### config.mk
export PLATFORM = sky130hd
export DESIGN_NAME = ft600_reg_bridge_flat
export DESIGN_NICKNAME = d
export VERILOG_FILES = /design/src/rtl/ft600_reg_bridge_if.sv /design/src/rtl/ft600_reg_bridge.sv /design/src/flat_wrapper.sv
export SDC_FILE = /design/constraint.sdc
export NUM_CORES = 1
export LEC_CHECK = 0
export BUFFER_PORTS_ARGS = -buffer_cell sky130_fd_sc_hd__buf_2
export CAP_MARGIN = 15
export CORE_ASPECT_RATIO = 2
export CORE_UTILIZATION = 62
export CTS_BUF_LIST = sky130_fd_sc_hd__clkbuf_4 sky130_fd_sc_hd__clkbuf_8
export CTS_CLUSTER_SIZE = 8
export DETAILED_ROUTE_END_ITERATION = 6
export GPL_TIMING_DRIVEN = 0
export PLACE_DENSITY = 0.88
export RECOVER_POWER = 50
export SYNTH_ARGS = -nofsm -noshare
export SYNTH_HDL_FRONTEND = slang
export SYNTH_SLANG_ARGS = --single-unit
### constraint.sdc
create_clock -name clk_i -period 4.94 [get_ports clk_i]
set_input_delay 0.741 -clock clk_i [delete_from_list [all_inputs] [get_ports clk_i]]
set_output_delay 0.741 -clock clk_i [all_outputs]
set_load 0.05 [all_outputs]
### src/rtl/ft600_reg_bridge_if.sv
// Bundle of the PHY FIFO strobes and the register-bus signals used by the
// FT600 register bridge. The bridge is the master; the PHY FIFOs and the
// register file together form the slave side.
interface ft600_reg_bridge_if;
    logic        rx_empty;
    logic        rx_en;
    logic [15:0] rx_data;
    logic        tx_full;
    logic        tx_en;
    logic [15:0] tx_data;
    logic [7:0]  reg_addr;
    logic [15:0] reg_wdata;
    logic        reg_we;
    logic        reg_re;
    logic [15:0] reg_rdata;

    modport master (
        input  rx_empty, rx_data, tx_full, reg_rdata,
        output rx_en, tx_en, tx_data, reg_addr, reg_wdata, reg_we, reg_re
    );

    modport slave (
        output rx_empty, rx_data, tx_full, reg_rdata,
        input  rx_en, tx_en, tx_data, reg_addr, reg_wdata, reg_we, reg_re
    );
endinterface

### src/rtl/ft600_reg_bridge.sv
// FT600 command decoder: pops header/payload words from the PHY RX FIFO,
// drives a single-cycle register bus and pushes READ/SYNC responses into the
// PHY TX FIFO. Every strobe is a registered one-cycle pulse, so a state that
// consumes popped data (or bus read data) first lets the pending strobe
// retire for one cycle before sampling.
module ft600_reg_bridge #(
    parameter logic [15:0] SYNC_WORD = 16'hF600,
    parameter int unsigned TIMEOUT   = 1024
) (
    input  logic                      clk_i,
    input  logic                      rst_i,
    ft600_reg_bridge_if.master        bus_if,
    output logic                      busy_o,
    output logic [7:0]                err_count_o
);
    localparam int unsigned TW = (TIMEOUT > 32'd1) ? $clog2(TIMEOUT) : 32'd1;
    localparam logic [TW-1:0] TMO_LAST = TW'(TIMEOUT - 32'd1);

    typedef enum logic [1:0] {
        OP_NOP   = 2'b00,
        OP_WRITE = 2'b01,
        OP_READ  = 2'b10,
        OP_SYNC  = 2'b11
    } op_e;

    typedef enum logic [2:0] {
        S_IDLE    = 3'd0,
        S_HDR     = 3'd1,
        S_WR_POP  = 3'd2,
        S_WR_DATA = 3'd3,
        S_RD_HDR  = 3'd4,
        S_RD_REQ  = 3'd5,
        S_RD_DATA = 3'd6,
        S_SYNC    = 3'd7
    } state_e;

    state_e        state_q, state_d;
    logic [15:0]   hdr_q, hdr_d;
    logic [5:0]    k_q, k_d;
    logic [TW-1:0] tmo_q, tmo_d;
    logic [15:0]   hold_q, hold_d;
    logic          held_q, held_d;
    logic          rx_en_q, rx_en_d;
    logic          tx_en_q, tx_en_d;
    logic [15:0]   tx_data_q, tx_data_d;
    logic [7:0]    reg_addr_q, reg_addr_d;
    logic [15:0]   reg_wdata_q, reg_wdata_d;
    logic          reg_we_q, reg_we_d;
    logic          reg_re_q, reg_re_d;
    logic          busy_q, busy_d;
    logic [7:0]    err_q, err_d;

    logic [5:0]    len_s;
    logic [5:0]    k_inc_s;
    logic [7:0]    addr_k_s;
    logic [15:0]   rd_word_s;

    assign len_s     = hdr_q[13:8];
    assign k_inc_s   = k_q + 6'd1;
    assign addr_k_s  = hdr_q[7:0] + {2'b00, k_q};
    assign rd_word_s = held_q ? hold_q : bus_if.reg_rdata;

    // Next-state decode and registered-output computation for the packet FSM.
    always_comb begin
        state_d     = state_q;
        hdr_d       = hdr_q;
        k_d         = k_q;
        tmo_d       = tmo_q;
        hold_d      = hold_q;
        held_d      = held_q;
        rx_en_d     = 1'b0;
        tx_en_d     = 1'b0;
        tx_data_d   = tx_data_q;
        reg_addr_d  = reg_addr_q;
        reg_wdata_d = reg_wdata_q;
        reg_we_d    = 1'b0;
        reg_re_d    = 1'b0;
        err_d       = err_q;

        case (state_q)
            S_IDLE: begin
                k_d    = 6'd0;
                tmo_d  = '0;
                held_d = 1'b0;
                if (!bus_if.rx_empty) begin
                    rx_en_d = 1'b1;
                    state_d = S_HDR;
                end else begin
                    state_d = S_IDLE;
                end
            end
            S_HDR: begin
                // Header word arrives the cycle after the pop strobe retires.
                if (rx_en_q) begin
                    state_d = S_HDR;
                end else begin
                    hdr_d = bus_if.rx_data;
                    case (op_e'(bus_if.rx_data[15:14]))
                        OP_NOP:   state_d = S_IDLE;
                        OP_WRITE: state_d = (bus_if.rx_data[13:8] == 6'd0) ? S_IDLE : S_WR_POP;
                        OP_READ:  state_d = S_RD_HDR;
                        OP_SYNC:  state_d = S_SYNC;
                        default:  state_d = S_IDLE;
                    endcase
                end
            end
            S_WR_POP: begin
                if (!bus_if.rx_empty) begin
                    rx_en_d = 1'b1;
                    tmo_d   = '0;
                    state_d = S_WR_DATA;
                end else if ((TIMEOUT != 32'd0) && (tmo_q == TMO_LAST)) begin
                    // Host stopped sending payload: abandon the packet.
                    tmo_d   = '0;
                    state_d = S_IDLE;
                    if (err_q != 8'hFF) begin
                        err_d = err_q + 8'd1;
                    end else begin
                        err_d = err_q;
                    end
                end else begin
                    tmo_d = tmo_q + TW'(1'b1);
                end
            end
            S_WR_DATA: begin
                if (rx_en_q) begin
                    state_d = S_WR_DATA;
                end else begin
                    reg_we_d    = 1'b1;
                    reg_wdata_d = bus_if.rx_data;
                    reg_addr_d  = addr_k_s;
                    k_d         = k_inc_s;
                    if (k_inc_s == len_s) begin
                        state_d = S_IDLE;
                    end else if (!bus_if.rx_empty) begin
                        // Next payload word is already waiting: pop it now.
                        rx_en_d = 1'b1;
                        state_d = S_WR_DATA;
                    end else begin
                        state_d = S_WR_POP;
                    end
                end
            end
            S_RD_HDR: begin
                if (!bus_if.tx_full) begin
                    tx_en_d   = 1'b1;
                    tx_data_d = hdr_q;
                    state_d   = (len_s == 6'd0) ? S_IDLE : S_RD_REQ;
                end else begin
                    state_d = S_RD_HDR;
                end
            end
            S_RD_REQ: begin
                reg_re_d   = 1'b1;
                reg_addr_d = addr_k_s;
                state_d    = S_RD_DATA;
            end
            S_RD_DATA: begin
                // Read data is valid only in the cycle after the read strobe;
                // capture it once so a TX stall cannot lose it.
                if (reg_re_q) begin
                    state_d = S_RD_DATA;
                end else begin
                    if (!held_q) begin
                        hold_d = bus_if.reg_rdata;
                        held_d = 1'b1;
                    end else begin
                        hold_d = hold_q;
                    end
                    if (!bus_if.tx_full) begin
                        tx_en_d   = 1'b1;
                        tx_data_d = rd_word_s;
                        held_d    = 1'b0;
                        k_d       = k_inc_s;
                        state_d   = (k_inc_s == len_s) ? S_IDLE : S_RD_REQ;
                    end else begin
                        state_d = S_RD_DATA;
                    end
                end
            end
            S_SYNC: begin
                if (!bus_if.tx_full) begin
                    tx_en_d   = 1'b1;
                    tx_data_d = SYNC_WORD;
                    state_d   = S_IDLE;
                end else begin
                    state_d = S_SYNC;
                end
            end
            default: begin
                state_d = S_IDLE;
            end
        endcase
    end

    assign busy_d = (state_d != S_IDLE);

    // State and output registers with synchronous reset.
    always_ff @(posedge clk_i) begin
        if (rst_i) begin
            state_q     <= S_IDLE;
            hdr_q       <= 16'h0000;
            k_q         <= 6'd0;
            tmo_q       <= '0;
            hold_q      <= 16'h0000;
            held_q      <= 1'b0;
            rx_en_q     <= 1'b0;
            tx_en_q     <= 1'b0;
            tx_data_q   <= 16'h0000;
            reg_addr_q  <= 8'h00;
            reg_wdata_q <= 16'h0000;
            reg_we_q    <= 1'b0;
            reg_re_q    <= 1'b0;
            busy_q      <= 1'b0;
            err_q       <= 8'h00;
        end else begin
            state_q     <= state_d;
            hdr_q       <= hdr_d;
            k_q         <= k_d;
            tmo_q       <= tmo_d;
            hold_q      <= hold_d;
            held_q      <= held_d;
            rx_en_q     <= rx_en_d;
            tx_en_q     <= tx_en_d;
            tx_data_q   <= tx_data_d;
            reg_addr_q  <= reg_addr_d;
            reg_wdata_q <= reg_wdata_d;
            reg_we_q    <= reg_we_d;
            reg_re_q    <= reg_re_d;
            busy_q      <= busy_d;
            err_q       <= err_d;
        end
    end

    assign bus_if.rx_en     = rx_en_q;
    assign bus_if.tx_en     = tx_en_q;
    assign bus_if.tx_data   = tx_data_q;
    assign bus_if.reg_addr  = reg_addr_q;
    assign bus_if.reg_wdata = reg_wdata_q;
    assign bus_if.reg_we    = reg_we_q;
    assign bus_if.reg_re    = reg_re_q;
    assign busy_o           = busy_q;
    assign err_count_o      = err_q;
endmodule

### src/flat_wrapper.sv
// flat-port wrapper written by rule: the top's interface ports become plain ports
module ft600_reg_bridge_flat 
#(
    parameter logic [15:0] SYNC_WORD = 16'hF600,
    parameter int unsigned TIMEOUT   = 1024
)
  (clk_i, rst_i, busy_o, err_count_o, bus_if_rx_empty, bus_if_rx_data, bus_if_tx_full, bus_if_reg_rdata, bus_if_rx_en, bus_if_tx_en, bus_if_tx_data, bus_if_reg_addr, bus_if_reg_wdata, bus_if_reg_we, bus_if_reg_re);
  ft600_reg_bridge_if bus_if_i ();
  input  logic clk_i;
  input  logic rst_i;
  output logic busy_o;
  output logic [7:0] err_count_o;
  input wire logic [$bits(bus_if_i.rx_empty)-1:0] bus_if_rx_empty;
  input wire logic [$bits(bus_if_i.rx_data)-1:0] bus_if_rx_data;
  input wire logic [$bits(bus_if_i.tx_full)-1:0] bus_if_tx_full;
  input wire logic [$bits(bus_if_i.reg_rdata)-1:0] bus_if_reg_rdata;
  output wire logic [$bits(bus_if_i.rx_en)-1:0] bus_if_rx_en;
  output wire logic [$bits(bus_if_i.tx_en)-1:0] bus_if_tx_en;
  output wire logic [$bits(bus_if_i.tx_data)-1:0] bus_if_tx_data;
  output wire logic [$bits(bus_if_i.reg_addr)-1:0] bus_if_reg_addr;
  output wire logic [$bits(bus_if_i.reg_wdata)-1:0] bus_if_reg_wdata;
  output wire logic [$bits(bus_if_i.reg_we)-1:0] bus_if_reg_we;
  output wire logic [$bits(bus_if_i.reg_re)-1:0] bus_if_reg_re;
  assign bus_if_i.rx_empty = bus_if_rx_empty;
  assign bus_if_i.rx_data = bus_if_rx_data;
  assign bus_if_i.tx_full = bus_if_tx_full;
  assign bus_if_i.reg_rdata = bus_if_reg_rdata;
  assign bus_if_rx_en = bus_if_i.rx_en;
  assign bus_if_tx_en = bus_if_i.tx_en;
  assign bus_if_tx_data = bus_if_i.tx_data;
  assign bus_if_reg_addr = bus_if_i.reg_addr;
  assign bus_if_reg_wdata = bus_if_i.reg_wdata;
  assign bus_if_reg_we = bus_if_i.reg_we;
  assign bus_if_reg_re = bus_if_i.reg_re;
  ft600_reg_bridge #(.SYNC_WORD(SYNC_WORD), .TIMEOUT(TIMEOUT)) u_core (.clk_i(clk_i), .rst_i(rst_i), .bus_if(bus_if_i), .busy_o(busy_o), .err_count_o(err_count_o));
endmodule
**After elaboration in Yosys (flattened, before gate mapping)**

Cells that the tools add are included.

- Add/sub/neg operators: 4
- Equality and inequality tests: 18
- Mux-type cells: 43
- Bitwise logic cells: 3
- Reduce and logical (&&, ||, !) cells: 21

Operators with widths:

| kind | number |
|---|---|
| 16-bit two-way mux | 5 |
| 16-bit one-hot mux with 3 select lines | 1 |
| 3-bit two-way mux | 11 |
| 3-bit one-hot mux with 8 select lines | 1 |
| 10-bit two-way mux | 2 |
| 10-bit one-hot mux with 2 select lines | 1 |
| 6-bit two-way mux | 3 |
| 6-bit one-hot mux with 3 select lines | 1 |
| 8-bit one-hot mux with 2 select lines | 1 |
| 3-bit equality test (second input constant) | 4 |
| 6-bit logical NOT | 2 |
| 3-bit one-hot mux with 4 select lines | 1 |
| 1-bit two-way mux | 11 |
| 10-bit by 1-bit adder with 10-bit output (second input constant) | 1 |
| 10-bit equality test (second input constant) | 1 |
| 2-bit inequality test (second input constant) | 5 |
| 2-bit AND reduction | 5 |
| 3-bit nonzero test | 3 |
| 8-bit by 1-bit adder with 8-bit output (second input constant) | 1 |
| 8-bit by 6-bit adder with 8-bit output | 1 |
| 8-bit two-way mux | 1 |
| 8-bit inequality test (second input constant) | 1 |
| 4-bit AND reduction | 2 |
| 6-bit by 1-bit adder with 6-bit output (second input constant) | 1 |
| 13 further kinds | 23 |

- Register bits after elaboration: 105

**Depth between registers and ports, before layout**

Gate-level depths: netlist (run 1).

- Depth in word-level cells: 7
- Mapped depth: 9
- Depth with buffers taken out: 9

**Worst setup path after synthesis (run 1)**

No wires, ideal clock.

- Kind: input to register
- From: in bus_if_rx_data[10]
- To: reg u_core.busy_q, in the netlist u_core.busy_o
- Library setup time: 0.145 ns
- Arrival time: 1.839 ns
- Data required time: 4.795 ns
- Path slack: 2.957 ns
- Cell stages on the path: 6
- Cells stage by stage: or4_1 -> nor4_1 -> o31ai_1 -> a21oi_1 -> a211o_1 -> o311ai_0

- Word-level cells in the longest chain between the ends: 6

RTL lines:

| what | line | RTL |
|---|---|---|
| start: declaration | flat_wrapper.sv:14 | `input wire logic [$bits(bus_if_i.rx_data)-1:0] bus_if_rx_data;` |
| 6-bit logical NOT | ft600_reg_bridge.sv:100 | `OP_WRITE: state_d = (bus_if.rx_data[13:8] == 6'd0) ? S_IDLE : S_WR_POP;` |
| 2-bit two-way mux | ft600_reg_bridge.sv:100 |  |
| 3-bit one-hot mux with 4 select lines | ft600_reg_bridge.sv:98 | `case (op_e'(bus_if.rx_data[15:14]))` |
| 3-bit two-way mux | ft600_reg_bridge.sv:94 | `if (rx_en_q) begin` |
| 3-bit one-hot mux with 8 select lines | ft600_reg_bridge.sv:80 | `case (state_q)` |
| 3-bit nonzero test | ft600_reg_bridge.sv:196 | `assign busy_d = (state_d != S_IDLE);` |
| end signal: assignment | ft600_reg_bridge.sv:230 | `busy_q <= busy_d;` |
| end: declaration | ft600_reg_bridge.sv:50 | `logic busy_q, busy_d;` |

No other way between the ends.
A chain may end at the register's enable or synchronous reset.

**Worst setup path in the final report (run 1)**

- From: reg u_core.state_q[1]
- To: reg u_core.tx_data_q[10], in the netlist u_core.bus_if.tx_data[10]

- Word-level cells in the longest chain between the ends: 3

RTL lines:

| what | line | RTL |
|---|---|---|
| start: declaration | ft600_reg_bridge.sv:37 | `state_e state_q, state_d;` |
| start signal: assignment | ft600_reg_bridge.sv:217 | `state_q <= state_d;` |
| 3-bit equality test | ft600_reg_bridge.sv:80 |  |
| 2-bit inequality test (no source line) / 3-bit nonzero test (equally long branches) | -- |  |
| 5-bit AND reduction (no source line) | -- |  |
| end signal: assignment | ft600_reg_bridge.sv:225 | `tx_data_q <= tx_data_d;` |
| end: declaration | ft600_reg_bridge.sv:45 | `logic [15:0] tx_data_q, tx_data_d;` |

Parallel ways exist; a longest one is shown, timed or not.

==> qor.yml, run 1 <==
power_and_ir_drop:
  p_leak_nw: 2.011
  power.total_mw: 1.518
  p_per_area_nw_per_um2: 273.7
  ir_drop_v: 0.0002274
worst_setup_path:
  slowest_delay_ns: 0.54
  critPathArrivalTime_ns: 2.69
  cp_num_buf_inv: 2
  crit_path_start_kind: "register"
  crit_path_end_kind: "register"
  r2r_slack_ns: 2.52
  worstRegToRegCells: 7
  cp_slowest_cell: "nor2_1"
  crit_path_cell_trace: "clkbuf_1 -> nand2_1 -> nor2_1 -> clkbuf_1 -> a221oi_1 -> a21oi_1 -> nor2_1"
  path_max_fanout: 10
  critPathTopFamily: "simple AND/OR/NAND/NOR gates"
  timing.rr.start: "u_core.state_q[1]$_SDFF_PP0_"
  cp_num_cells: 7
  crit_type: "register to register"
  timing.rr.end: "u_core.bus_if.tx_data[10]$_SDFFE_PP0P_"
  cp.required_ns: 5.20
sta:
  finalSetupViolations: 0
  tightest_slew_ns: 0.7961
  slew_headroom_pct: 46.52
  post-route-period-util_pct: 49.07
  period_needed_ns: 2.424
  fmax_ghz: 0.4125
  rsz0062_at_grt: "false"
  finalMaxSlewViolations: 0
  finalHoldViolCount: 0
  fin_tns_setup_ns: 0
  fin_skew_ns: 0.009736
routing:
  wl_per_cell_um: 17.51
  dr.pass1.iters: 7
  drtAntennaViolNets: 0
  wl_mm: 14.29
  drc: 0
  viasPerCell: 6.055
  dr.first_iter.drc_count: 353
  num_vias: 4941
min_path:
  hold_depth: 2
  hold_start: "u_core.hold_q[11]$_SDFFE_PP0P_"
  min_to: "u_core.hold_q[11]$_SDFFE_PP0P_"
  holdCritPathClass: "register to register"
cells_and_area:
  fillers: 686
  layout.nets: 763
  drive_above_1_share_pct: 9.418
  final_area_sq_um: 5547
  antenna_cells: 0
  syn2layout_area_growth_pct: 13.87
  layout_commonest_cell: "nand2_1"
  mostFrequentLayoutCells: "nand2_1, dfxtp_1, clkbuf_1"
cts:
  post_cts_buffers: 0
  cts_buffers: 9
  cts_tree: "yes"
  clkTransAtPathRegs_ns: 0.09
  worstSkewPairLatency_ns: 0.39
  cts.sinks: 105
  cts_buffer_depth: 2
  ctsHoldBuffers: 0
  cts_resized: 0
  cts_max_level: 3
  clock-root-buffer: "clkbuf_8"
floorplan:
  chipWidth_um: 64.68
  rows: 45
  pin_count: 89
  die_y_um: 127.4
  design.core.area_sq_um: 7601
  die_area_sq_um: 8236
  start_util_pct: 64.08
place:
  gp_congestion: 0.9538
  io_buffers: 87
  hpwl_mm: 10.82
  placed_area_sq_um: 5424
grt:
  grt_start_max_net_pins: 17
  grt_pass1_wl_mm: 22.54
  grt_pass1_vias: 4823
  grt_usage_pct: 36.02
  grt_overflow: 0
  antenna_found_initial: 0
logic_synthesis:
  synth_cell_types: 51
  syn_area_sq_um: 4871
  synth_mux_area_share_pct: 4.187
  synth_edf_count: 0
  ys_warn_count: 0
  synthAdderAreaFrac_pct: 2.723
  syn_nets: 665
  synth_top_family_by_area: "simple AND/OR/NAND/NOR gates"
  netlist_instances: 619
  synth-seq-area-share_pct: 43.15
  synth-compound-area-share_pct: 17.29
  ys_seq_elements: 105
  synthFlopType: "dfxtp_1"
  synth_xor_area_share_pct: 3.776
  synth_async_sr_flop_share_pct: 0
  synth_simple_gate_area_share_pct: 24.56
  synth_area_per_cell_sq_um: 7.869
status:
  status: "finished, final reports clean"
run:
  cap_violations: 0
layout make-up:
| class | instances | area, sq um | area share, % |
|---|---|---|---|
| Tap cell | 94 | 117.6 | 2.120 |
| Timing Repair Buffer | 87 | 369.1 | 6.655 |
| Clock buffer | 13 | 166.4 | 3.000 |
| Buffer | 36 | 140.1 | 2.526 |
| Multi-Input combinational cell | 460 | 2559 | 46.13 |
| Inverter | 18 | 67.56 | 1.218 |
| Clock inverter | 3 | 25.02 | 0.4512 |
| Sequential cell | 105 | 2102 | 37.90 |
cell families (layout without fill, tap and decap cells):
kind of cell | after synthesis | count (layout)
AO/OA/AOI/OAI | 143 | 143
XOR/XNOR | 21 | 21
adder cells (fa/ha/maj) | 10 | 10
buffers and inverters | 54 | 157
flip-flops | 105 | 105
multiplexers | 19 | 19
AND/OR/NAND/NOR | 267 | 267
synth_stat cells, types with 3 or more instances:
| library cell | count | area, sq um |
|---|---|---|
| nor3_1 | 9 | 45.04 |
| nand4_1 | 10 | 62.56 |
| and3_1 | 10 | 62.56 |
| a31oi_1 | 3 | 18.77 |
| ha_1 | 9 | 112.6 |
| nand2_1 | 115 | 431.7 |
| a21oi_1 | 84 | 420.4 |
| nor2b_1 | 7 | 43.79 |
| nor3b_1 | 3 | 22.52 |
| nand2b_1 | 6 | 37.54 |
| xor2_1 | 13 | 113.9 |
| inv_1 | 18 | 67.56 |
| clkbuf_1 | 30 | 112.6 |
| dfxtp_1 | 105 | 2102 |
| buf_2 | 6 | 30.03 |
| mux2i_1 | 8 | 80.08 |
| xnor2_1 | 8 | 70.07 |
| nand3_1 | 14 | 70.07 |
| o21ai_0 | 19 | 95.09 |
| a211oi_1 | 5 | 37.54 |
| or4_1 | 3 | 22.52 |
| a22oi_1 | 11 | 82.58 |
| nor2_1 | 74 | 277.8 |
| mux2_2 | 11 | 123.9 |
| or3_1 | 7 | 43.79 |
worst max path at each step:
stage	start	end
4_1_cts	u_core.state_q[0]$_SDFF_PP0_	u_core.bus_if.reg_wdata[12]$_SDFFE_PP0P_
6_report	u_core.state_q[1]$_SDFF_PP0_	u_core.bus_if.tx_data[10]$_SDFFE_PP0P_
3_3_place_gp	bus_if_rx_empty	u_core.err_count_o[3]$_SDFFE_PP0P_
5_1_grt	u_core.state_q[1]$_SDFF_PP0_	u_core.bus_if.tx_data[6]$_SDFFE_PP0P_
2_1_floorplan	bus_if_rx_data[10]	u_core.busy_o$_SDFF_PP0_
3_5_place_dp	bus_if_rx_empty	u_core.err_count_o[4]$_SDFFE_PP0P_
power by group:
part | total, mW | switching, mW | internal (mW)
registers | 0.876 | 0.0189 | 0.857
clock network | 0.515 | 0.291 | 0.224
logic | 0.127 | 0.0839 | 0.0431
sequential cells by signal, indices dropped and copies added, names as in the netlist, 6 cells and up:
| name | flops |
|---|---|
| u_core.hdr_q | 16 |
| u_core.bus_if.reg_wdata | 16 |
| u_core.bus_if.tx_data | 16 |
| u_core.bus_if.reg_addr | 8 |
| u_core.err_count_o | 8 |
| u_core.hold_q | 16 |
| u_core.tmo_q | 10 |
| u_core.k_q | 6 |
layer usage:
layer / GRT usage, % / up-vias / wire (um)
li1: - / 2325 / -
met1: 33.67 / 2345 / 4959
met2: 67.37 / 203 / 7711
met3: 6.786 / 68 / 715
met4: 25.23 / 0 / 905
met5: 0 / - / 0
worst min-delay path, stage by stage (launching register included):
cell and delay (ns):
dfxtp_1 0.32, nand2_1 0.05, a21oi_1 0.05
through the flow:
step / std cells / hold slack [ns] / util (%) / setup WS (ns)
final: 816 / 0.4594 / 72.97 / 2.516
after global routing: 816 / 0.4838 / 72.97 / 2.322
after CTS: 816 / 0.4595 / 73.88 / 2.760
after detailed placement: 800 / 0.4454 / 71.36 / 2.473
after global placement: 800 / 0.4380 / 71.36 / 2.564
after floorplan: 619 / 0.4329 / - / 2.957
(Power assumes the default switching activity.)
==> run 2, diff against run 1 <==
--- a/config.mk
+++ b/config.mk
@@ -8,12 +8,12 @@
 export BUFFER_PORTS_ARGS = -buffer_cell sky130_fd_sc_hd__buf_2
 export CAP_MARGIN = 15
 export CORE_ASPECT_RATIO = 2
-export CORE_UTILIZATION = 62
+export CORE_UTILIZATION = 58
 export CTS_BUF_LIST = sky130_fd_sc_hd__clkbuf_4 sky130_fd_sc_hd__clkbuf_8
 export CTS_CLUSTER_SIZE = 8
 export DETAILED_ROUTE_END_ITERATION = 6
 export GPL_TIMING_DRIVEN = 0
-export PLACE_DENSITY = 0.88
+export PLACE_DENSITY = 0.83
 export RECOVER_POWER = 50
 export SYNTH_ARGS = -nofsm -noshare
 export SYNTH_HDL_FRONTEND = slang
==> constraint.sdc (replaced) <==
create_clock -name clk_i -period 2.5 [get_ports clk_i]
set_input_delay 0.375 -clock clk_i [delete_from_list [all_inputs] [get_ports clk_i]]
set_output_delay 0.375 -clock clk_i [all_outputs]
set_load 0.05 [all_outputs]
==> run 2 against run 1 <==
Net effect:
- sequential power up 97%
- clock power up 130%
- combinational power up 97%
- power up 110%
- worst setup slack worse by 2.2 ns
- first-iteration DRC count down 35%
- sequential share of layout area down 0.19 points
- highest routed layer unchanged
- register-to-register slack worse by 2.2 ns
==> qor.yml, run 2 (synthesized netlist as in run 1, its figures left out) <==
cts:
  clock-root-buffer: "clkbuf_8"
  cts.sinks: 105
  cts_resized: 0
  ctsHoldBuffers: 0
  cts_buffers: 9
  cts_tree: "yes"
  cts_buffer_depth: 2
  cts_max_level: 3
  post_cts_buffers: 0
  clkTransAtPathRegs_ns: 0.09
  worstSkewPairLatency_ns: 0.37
worst_setup_path:
  r2r_slack_ns: 0.31
  timing.rr.start: "u_core.state_q[1]$_SDFF_PP0_"
  crit_path_start_kind: "register"
  slowest_delay_ns: 0.54
  crit_type: "register to register"
  cp_slowest_cell: "nor2_1"
  critPathArrivalTime_ns: 2.50
  crit_path_end_kind: "register"
  cp.required_ns: 2.81
  crit_path_cell_trace: "buf_2 -> nand2_1 -> nor2_1 -> clkbuf_1 -> a22oi_1 -> nor2_1 -> a21oi_1 -> nor2_1"
  path_max_fanout: 10
  cpMostUsedCell: "nor2_1"
  timing.rr.end: "u_core.bus_if.tx_data[6]$_SDFFE_PP0P_"
  worstRegToRegCells: 8
cells_and_area:
  syn2layout_area_growth_pct: 14.44
  layout_commonest_cell: "nand2_1"
  drive_above_1_share_pct: 9.695
  layout.nets: 763
  antenna_cells: 0
  fillers: 750
  mostFrequentLayoutCells: "nand2_1, dfxtp_1, a21oi_1"
floorplan:
  pin_count: 89
  rows: 47
  die_area_sq_um: 8791
  start_util_pct: 59.16
  design.core.area_sq_um: 8233
  die_y_um: 131.6
  chipWidth_um: 66.80
min_path:
  min_to: "u_core.hold_q[9]$_SDFFE_PP0P_"
  hold_start: "bus_if_reg_rdata[9]"
  hold_depth: 3
  holdCritPathClass: "input port to register"
routing:
  num_vias: 4771
  viasPerCell: 5.818
  drc: 0
  wl_mm: 13.45
  dr.first_iter.drc_count: 228
  dr.pass1.iters: 7
  drtAntennaViolNets: 0
  wl_per_cell_um: 16.40
power_and_ir_drop:
  p_per_area_nw_per_um2: 565.0
  ir_drop_v: 0.0004408
  p_leak_nw: 2.032
  power.total_mw: 3.149
grt:
  grt_start_max_net_pins: 17
  antenna_found_initial: 0
  grt_pass1_vias: 4563
  grt_overflow: 0
  grt_pass1_wl_mm: 21.42
  grt_usage_pct: 32.01
sta:
  period_needed_ns: 2.192
  post-route-period-util_pct: 87.70
  slew_headroom_pct: 49.13
  tightest_slew_ns: 0.7568
  fin_tns_setup_ns: 0
  finalMaxSlewViolations: 0
  whs_ns: 0.2379
  fin_skew_ns: 0.007756
  rsz0062_at_grt: "false"
  fmax_ghz: 0.4561
  finalHoldViolCount: 0
  finalSetupViolations: 0
place:
  hpwl_mm: 10.32
  io_buffers: 87
  gp_congestion: 0.9604
status:
  status: "finished, final reports clean"
run:
  cap_violations: 0
[run 2: critical path: cells and delay by family, from the launching register on]
| kind | cells | cell delay, ns |
|---|---|---|
| AO/OA/AOI/OAI | 2 | 0.20 |
| buffers and inverters | 2 | 0.66 |
| flip-flops | 1 | 0.34 |
| AND/OR/NAND/NOR | 4 | 0.94 |
[run 2: how the worst max path moves through the flow]
stage          slack (ns)  cells after the start                            from                                  endpoint
3_3_place_gp         0.39                      7    u_core.state_q[2]$_SDFF_PP0_    u_core.bus_if.tx_data[14]$_SDFFE_PP0P_
5_1_grt              0.11                      6    u_core.state_q[0]$_SDFF_PP0_  u_core.bus_if.reg_wdata[13]$_SDFFE_PP0P_
6_report             0.31                      8    u_core.state_q[1]$_SDFF_PP0_     u_core.bus_if.tx_data[6]$_SDFFE_PP0P_
2_1_floorplan        0.59                      7  u_core.bus_if.rx_en$_SDFF_PP0_                  u_core.busy_o$_SDFF_PP0_
4_1_cts              0.35                      8    u_core.state_q[2]$_SDFF_PP0_     u_core.bus_if.tx_data[6]$_SDFFE_PP0P_
3_5_place_dp         0.36                      8    u_core.state_q[2]$_SDFF_PP0_     u_core.bus_if.tx_data[7]$_SDFFE_PP0P_
[run 2: layer usage]
metal / up-vias / part of all wire (%) / track usage, % / wire (um)
met1: 2245 / 37 / 33.06 / 4999
li1: 2322 / - / - / -
met3: 52 / 4.0 / 5.382 / 539
met2: 152 / 53 / 57.35 / 7155
met5: - / 0 / 0 / 0
met4: 0 / 5.6 / 18.44 / 756
[run 2: final cells by class]
type / instances / area, sq um / area share, %
multi-input cells: 460 / 2547 / 45.70
flip-flops and latches: 105 / 2102 / 37.71
repair buffers: 87 / 369.1 / 6.622
clock buffers: 12 / 146.4 / 2.626
plain buffers: 36 / 142.6 / 2.559
well taps: 98 / 122.6 / 2.200
clock inverters: 4 / 76.32 / 1.369
inverters: 18 / 67.56 / 1.212
[run 2: power by group]
group	internal (mW)	total [mW]	switching, mW
clock	0.602	1.17	0.566
combinational	0.0857	0.250	0.164
sequential	1.69	1.73	0.0375
total	2.38	3.15	0.768
[run 2: through the flow]
step,cell area (sq um),worst slack (ns),instances,utilization [%]
after floorplan,4871,0.5868,619,-
after global placement,5429,0.3864,804,65.94
after detailed placement,5429,0.3611,804,65.94
after CTS,5652,0.3494,820,68.65
after global routing,5574,0.1135,820,67.71
final,5574,0.3076,820,67.71
